File: config.mk
export PLATFORM = sky130hd
export DESIGN_NAME = f1_light_seq
export DESIGN_NICKNAME = d
export VERILOG_FILES = /design/src/rtl/f1_light_seq.sv
export SDC_FILE = /design/constraint.sdc
export NUM_CORES = 1
export LEC_CHECK = 0
export ABC_AREA = 1
export CAP_MARGIN = 25
export CORE_ASPECT_RATIO = 2
export CORE_MARGIN = 2
export CORE_UTILIZATION = 25
export CTS_BUF_LIST = sky130_fd_sc_hd__clkbuf_8 sky130_fd_sc_hd__clkbuf_16
export DETAILED_ROUTE_END_ITERATION = 6
export HOLD_SLACK_MARGIN = 0.05
export SLEW_MARGIN = 20
export SYNTH_ARGS = -nofsm -noshare
export SYNTH_HDL_FRONTEND = slang
export SYNTH_SLANG_ARGS = --single-unit
File: constraint.sdc
create_clock -name clk -period 3.2 [get_ports clk]
set_clock_uncertainty 0.1 [all_clocks]
set_input_delay 0.64 -clock clk [delete_from_list [all_inputs] [get_ports clk]]
set_output_delay 0.64 -clock clk [all_outputs]
set_load 0.005 [all_outputs]
File: src/rtl/f1_light_seq.sv
// F1 start-light sequencer: thermometer fill paced by en, hold/delay handshake, lights out.
// Optional abort input is enabled by defining F1_SEQ_ABORT_EN.
module f1_light_seq #(
  parameter int unsigned N_LIGHTS   = 8,
  parameter int unsigned STEP_TICKS = 1
) (
  input  logic                clk,
  input  logic                rst_n,
  input  logic                en,
  input  logic                trigger,
  input  logic                delay_done,
`ifdef F1_SEQ_ABORT_EN
  input  logic                abort,
`endif
  output logic                cmd_seq,
  output logic                cmd_delay,
  output logic [N_LIGHTS-1:0] data_out
);

  localparam int unsigned LCW = $clog2(N_LIGHTS + 1);
  localparam int unsigned TCW = (STEP_TICKS > 1) ? $clog2(STEP_TICKS) : 1;

  typedef enum logic [1:0] {
    IDLE = 2'd0,
    FILL = 2'd1,
    HOLD = 2'd2,
    WAIT = 2'd3
  } state_t;

  state_t                state_q, state_d;
  logic [LCW-1:0]        light_cnt_q, light_cnt_d;
  logic [TCW-1:0]        tick_cnt_q, tick_cnt_d;
  logic                  trig_q;
  logic                  trig_edge_c;
  logic                  cmd_seq_d, cmd_delay_d;
  logic [N_LIGHTS-1:0]   data_d;

  assign trig_edge_c = trigger & ~trig_q;

  // Next-state, counter and output decode; outputs derive from the next register values.
  always_comb begin
    state_d     = state_q;
    light_cnt_d = light_cnt_q;
    tick_cnt_d  = tick_cnt_q;
    cmd_seq_d   = 1'b0;
    cmd_delay_d = 1'b0;
    data_d      = '0;

    case (state_q)
      IDLE: begin
        if (trig_edge_c) begin
          state_d     = FILL;
          light_cnt_d = '0;
          tick_cnt_d  = '0;
        end
      end
      FILL: begin
        if (en) begin
          if (tick_cnt_q == TCW'(STEP_TICKS - 1)) begin
            tick_cnt_d  = '0;
            light_cnt_d = light_cnt_q + LCW'(1);
            if (light_cnt_q == LCW'(N_LIGHTS - 1)) begin
              state_d = HOLD;
            end
          end else begin
            tick_cnt_d = tick_cnt_q + TCW'(1);
          end
        end
      end
      HOLD: state_d = WAIT;
      WAIT: begin
        if (delay_done) begin
          state_d     = IDLE;
          light_cnt_d = '0;
          tick_cnt_d  = '0;
        end
      end
      default: state_d = IDLE;
    endcase

`ifdef F1_SEQ_ABORT_EN
    // Abort overrides en and delay_done in any active state.
    if (abort && (state_q != IDLE)) begin
      state_d     = IDLE;
      light_cnt_d = '0;
      tick_cnt_d  = '0;
    end
`endif

    cmd_seq_d   = (state_d == FILL);
    cmd_delay_d = (state_d == HOLD);
    for (int unsigned i = 0; i < N_LIGHTS; i++) begin
      data_d[i] = (32'(light_cnt_d) > i);
    end
    if (state_d == HOLD || state_d == WAIT) begin
      data_d = '1;
    end else if (state_d == IDLE) begin
      data_d = '0;
    end
  end

  // State, counters and registered outputs.
  always_ff @(posedge clk or negedge rst_n) begin
    if (!rst_n) begin
      state_q     <= IDLE;
      light_cnt_q <= '0;
      tick_cnt_q  <= '0;
      trig_q      <= 1'b0;
      cmd_seq     <= 1'b0;
      cmd_delay   <= 1'b0;
      data_out    <= '0;
    end else begin
      state_q     <= state_d;
      light_cnt_q <= light_cnt_d;
      tick_cnt_q  <= tick_cnt_d;
      trig_q      <= trigger;
      cmd_seq     <= cmd_seq_d;
      cmd_delay   <= cmd_delay_d;
      data_out    <= data_d;
    end
  end

endmodule

# ---- Yosys cells after proc, flatten, opt, wreduce, memory -nomap -nowiden
# Index checks and enable logic that the tools add are counted.
dict set report word_totals {
  rom_bits 0
  mem_count 0
  input_bits 5
  output_inout_bits 10
  elab_cells 52
  reg_bits 18
  latchBits 0
  mem_bits_rw 0
}
dict set report op_classes {
  addsub 2
  multipliers 0
  shifts 0
  n_reduce_logical 5
  mux 18
  magnitude_cmp 8
  bitwise 2
  eq_ne 10
  div 0
}
# operator count
set ops {}
lappend ops {{> comparator 4 x 3 -> 1 bit (second input constant)} 4}
lappend ops {{two-way mux 4 bit} 4}
lappend ops {{two-way mux 8 bit} 2}
lappend ops {{one-hot mux 4 bit (3 select lines)} 1}
lappend ops {{two-way mux 2 bit} 5}
lappend ops {{equality test 2 bit (second input constant)} 4}
lappend ops {{> comparator 4 x 1 -> 1 bit (second input constant)} 2}
lappend ops {{> comparator 4 x 2 -> 1 bit (second input constant)} 2}
lappend ops {{one-hot mux 2 bit (4 select lines)} 1}
lappend ops {{!= test 2 bit (second input constant)} 3}
lappend ops {{adder 4 x 1 -> 4 bit (second input constant)} 1}
lappend ops {{equality test 2 x 1 -> 1 bit (second input constant)} 2}
lappend ops {{equality test 4 x 3 -> 1 bit (second input constant)} 1}
lappend ops {{logical NOT 2 bit} 2}
lappend ops {{two-way mux 1 bit} 4}
lappend ops {{AND reduction 4 bit} 1}
lappend ops {{one-hot mux 1 bit (3 select lines)} 1}
lappend ops {{nonzero test 3 bit} 1}
lappend ops {{adder 1 bit (second input constant)} 1}
lappend ops {{AND 1 bit} 1}
lappend ops {{logical OR 1 bit} 1}
lappend ops {{inverter 1 bit} 1}

# ---- Logic depth before layout (Yosys ltp)
dict set report logic_depth {
  word_depth 8
  depth_mapped 10
  mapped_depth_nobuf 10
}

# ---- Worst setup path after synthesis
# OpenSTA, ideal clock, no wires.
dict set report synth_path {
  path_kind {input-to-reg}
  startpoint {input delay_done}
  endpoint {register data_out[0]}
  setup_time_ns 0.122
  arrival_ns 1.249
  path_buffers 0
  t_required_ns 2.978
  stages 9
  slack_ns 1.729
  path_cell_list {nand2_1 > nand2_2 > nand2_2 > nand2_1 > nand2_2 > nor2_2 > nand2_1 > nand2_1 > nand2_1}
}
dict set report synth_between {
  elab_chain_cells 5
  word_cells_on_any_way 11
}
# item line_no
set synth_rtl {}
lappend synth_rtl {{start, declared} 11} ;# input logic delay_done,
lappend synth_rtl {{two-way mux 4 bit} 72} ;# if (delay_done) begin
lappend synth_rtl {{one-hot mux 4 bit (3 select lines)} 49} ;# case (state_q)
lappend synth_rtl {{via light_cnt_d[1]} 31} ;# logic [LCW-1:0] light_cnt_q, light_cnt_d;
lappend synth_rtl {{> comparator 4 x 1 -> 1 bit} 93} ;# data_d[i] = (32'(light_cnt_d) > i);
lappend synth_rtl {{two-way mux 8 bit} 97} ;# end else if (state_d == IDLE) begin
lappend synth_rtl {{two-way mux 8 bit} 95} ;# if (state_d == HOLD || state_d == WAIT) begin
lappend synth_rtl {{via data_d[0]} 36} ;# logic [N_LIGHTS-1:0] data_d;
lappend synth_rtl {{end signal, assigned} 119} ;# data_out <= data_d;
lappend synth_rtl {{end, declared} 17} ;# output logic [N_LIGHTS-1:0] data_out
# The timed path passes the listed nets, and every way through them passes these cells.
# A chain may end at the register's enable or synchronous reset.

# ---- Worst setup path in the final report
dict set report layout_path {
  startpoint {input en}
  endpoint {register data_out[0]}
}
dict set report layout_between {
  elab_chain_cells 5
  word_cells_on_any_way 11
}
# item line_no
set layout_rtl {}
lappend layout_rtl {{start, declared} 9} ;# input logic en,
lappend layout_rtl {{two-way mux 4 bit} 58} ;# if (en) begin
lappend layout_rtl {{one-hot mux 4 bit (3 select lines)} 49}
lappend layout_rtl {{via light_cnt_d[0]} 31}
lappend layout_rtl {{> comparator 4 x 1 -> 1 bit} 93}
lappend layout_rtl {{two-way mux 8 bit} 97}
lappend layout_rtl {{two-way mux 8 bit} 95}
lappend layout_rtl {{via data_d[0]} 36}
# The timed path passes the listed nets, and every way through them passes these cells.

==> impl.org <==
** Layout
- The filler cells instantiated in the layout total between 300 and 400.
- Summing all multi-input logic gate instances after layout gives 368 um2.
- Of the cells placed in the final design, the portion with a size suffix greater than 1 is between 20% and 30%.
- Most frequent standard cell in the layout excluding fill and tap cells :: nand2_1
- Leading cell types in the layout, fill and taps excluded :: 26 x nand2_1, 17 x dfrtp_1, 14 x clkdlybuf4s50_1
- From synthesis to final layout, the design area changed by 26.9%.
- The final layout contains approximately 110 nets.
- Antenna cell count :: 0
- Sequential cell area :: ~430 um2

** STA
- Summed over all failing endpoints, the final setup total negative slack is 0 ns.
- Unrepaired setup endpoints after global routing :: false
- Setup violations remaining at the end of the flow were counted as 0.
- Total count of hold-check failures in the final report :: 0
- For the pin with the worst max-slew slack, the measured transition is ~0.76 ns.
- Number of pins with negative max-slew slack in the final report :: 0
- Period utilisation layout :: roughly three fifths
- Measured against its own limit, the worst slew margin works out to between 40% and 50%.
- For this run, the top clock speed supported by timing is around 0.50 GHz.
- The tightest hold path in the finished design has a slack of ~0.48 ns.
- For the finished layout, the period the worst path requires is 1.98 ns.

** Clock network
- Buffers added to address setup during post-CTS repair amount to 0.
- No sink is reached through more buffers than the 2 on the longest clock path.
- For this design, the sink count on the clock tree is 17.
- The clock reaches the later pin of the worst-skew pair after 0.24 ns.
- CTS Buf Count :: 3
- Clock tree synthesis selected as its root buffer the cell clkbuf_8.
- Clock-pin slew reported for the worst setup and hold paths after clock tree synthesis :: approximately 0.06 ns
- Number of hold-repair buffers added at the cts stage :: 0
- In this run the number of H-tree levels came out at 1.
- TritonCTS clock tree :: done
- CTS resizes :: 0

** Power and ir drop
- Dividing total power by cell area gives a power density of between 1000 and 1500 nW/um2.
- Leakage power :: roughly 0.54 nW
- Internal power contribution :: 0.629 mW
- VDD IR max :: roughly 380 uV
- NetSw :: between 0.4 and 0.5 mW
- Portion of total power attributed to combinational logic :: a little over half
- Sw frac :: a little over two fifths
- The share of total power dissipated in the clock network is ~14%.
- Per report_power, the sequential group accounts for 32.6% of the total.

** Worst setup path
- Maximum net fanout on the critical path :: 6
- Arr. time, crit path :: around 2.0 ns
- Kind of capture point of the worst setup path :: flip-flop
- Together, buffers and inverters on the worst path number 1.
- The critical path goes through clkdlybuf4s50_1, or2_1, nand3_1, nand2_1, nor2_2, nand2_1, nand2_1, nand2_1.
- At the worst endpoint, the required time is 3.22 ns.
- The largest individual stage delay along the critical path comes from the cell clkdlybuf4s50_1.
- In this design, the stage delay of the slowest critical-path cell is ~0.53 ns.
- Kind of critical path :: in -> reg
- STA classifies the critical path startpoint as a primary input.
- Launch point of the worst reg-to-reg path :: light_cnt_q[0]$_DFF_PN0_
- Broken down by cell family, the worst path's largest delay share belongs to simple AND/OR/NAND/NOR gates.
- Critical path origin :: en
- The most numerous cell type found on the critical path is nand2_1.

** Routing
- Per-cell routed wire length :: 11.9 um
- Wires add up to roughly 1.6 mm.
- Using the TritonRoute via totals, the vias-per-cell ratio works out to between 4 and 5.
- Vias :: approximately 600
- DRC errors left :: 0
- Starting DRT DRC Count :: 24
- Detailed-router iteration count before antenna repair :: 2
- Count of antenna-violating nets left after detailed routing :: 0

** Floorplan
- Core Box Area :: between 3000 and 4000 um2
- Total number of placement rows :: 29
- Once the floorplan was initialized, standard cells occupied about a quarter of the core.
- The die is 85.6 um tall.
- Top-Level Pins :: 15
- Horiz. Die Dim :: around 45 um
- Area of the die :: about 3800 um2

** Yosys
- Share of the yosys chip area belonging to registers :: 51.1%
- The synthesized netlist occupies a cell area of around 830 um2.
- The netlist uses 23 different library cells.
- Number of nets produced by synthesis :: 90
- Counting every instance in the synthesized netlist gives between 80 and 90.
- Each instance of the synthesized netlist takes up on average around 9.9 um2.
- Synth warnings :: 0
- The share of synthesized area in the top cell type comes to 51.1%.
- Cell accounting for the most synthesized area :: dfrtp_1
- Top cells by area in the synthesized netlist :: dfrtp_1 51%, nand2_1 12%, nand2_4 5.4%
- After synthesis the netlist holds a flip-flop and latch count of 17.

** Global route
- Vias in the first global route :: between 600 and 700
- Gr ovfl total :: 0
- First-pass GRT wire length :: 2.75 mm
- Gr usage total :: 9.68%
- Number of antenna violations at the first check in global routing :: 0
- Pin count of the biggest net entering global routing :: 18

** Min path
- The worst hold path begins at light_cnt_q[3]$_DFF_PN0_.
- Worst hold path type :: reg -> reg

** Placement
- During placement, the flow inserted port buffers numbering 14.
- Placed wire-length estimate after detailed placement :: between 1 and 1.5 mm
- Final weighted congestion in routability-driven placement :: ~0.8

** Outcome
- Result of the run :: finished, final reports clean

** Flow run
- MaxCap Viol Count :: 0
## registers in the layout, indices dropped and copies added (netlist names)
name and cells:
cmd_seq 1, light_cnt_q 4, trig_q 1, data_out 8, cmd_delay 1, state_q 2
## worst paths after layout
| path | end | cells after the start | slack [ns] |
|---|---|---|---|
| worst max-delay path | data_out[0]$_DFF_PN0_ | 8 | 1.22 |
| worst min register to register | cmd_delay$_DFF_PN0_ | 1 | 0.48 |
| min in group asynchronous | cmd_delay$_DFF_PN0_ | 1 | 0.74 |
| max in group asynchronous | data_out[0]$_DFF_PN0_ | 1 | 1.77 |
| worst max register to register | data_out[0]$_DFF_PN0_ | 9 | 1.52 |
| worst min-delay path | cmd_delay$_DFF_PN0_ | 1 | 0.48 |
## area by class of cell
class | count | share of cell area, %
tap | 31 | 3.67
clock buffer | 3 | 3.91
multi-input combinational | 57 | 34.8
inverter | 10 | 3.79
timing repair buffer | 14 | 13.3
sequential | 17 | 40.2
clock inverter | 1 | 0.355
## stage by stage
step	cell area, um2	power [mW]	util, %	cells	worst slack (ns)
floorplan	833	0.757	-	84	1.73
global placement	1010	0.932	31.7	129	1.04
detailed placement	1010	0.945	31.7	129	0.982
CTS	1060	1.10	33.1	133	1.24
global route	1060	1.19	33.1	133	1.17
finish	1060	1.09	33.1	133	1.22
## synthesized netlist by cell type
library cell / n
nor3_4: 1
nand2_2: 5
a21oi_1: 1
inv_4: 1
o211ai_1: 1
nand3_1: 2
dfrtp_1: 17
o21ai_0: 1
inv_1: 6
nor2_4: 2
nor2_1: 1
o21ai_2: 1
nor2_2: 2
o21ai_1: 1
nand3_2: 4
inv_2: 3
nor2_8: 1
a21o_1: 1
o21bai_2: 1
nand2_1: 26
nand2_4: 4
or2_1: 1
ha_1: 1
## layer usage
layer	vias up	global-route usage, %	wire [um]
met5	-	0	0
met4	0	3.48	12
met3	2	2.53	60
met2	9	17.4	941
met1	291	10.3	567
li1	296	-	-
## power by group through the flow
stage | logic, mW | clock network, mW | registers (mW)
CTS | 0.591 | 0.154 | 0.355
detailed placement | 0.588 | 0 | 0.357
global placement | 0.575 | 0 | 0.357
global route | 0.652 | 0.168 | 0.366
floorplan | 0.401 | 0 | 0.356
finish | 0.584 | 0.149 | 0.354
## worst reg2reg max path, delay by kind of cell, from the launching register on
family / cells / cell delay (ns)
DFF: 1 / 0.42
AOI/OAI and AO/OA: 1 / 0.13
and+or+nand+nor: 6 / 0.55
buffers and inverters: 1 / 0.05
adders and majority gates: 1 / 0.30
## cell families after synthesis
group	Yosys count	share of synthesized area, %
simple gates	49	36.6
flops	17	51.1
buf+inv	10	4.80
compound gates	7	6.01
fa+ha+maj	1	1.50
Power figures use the tool's default switching activity.
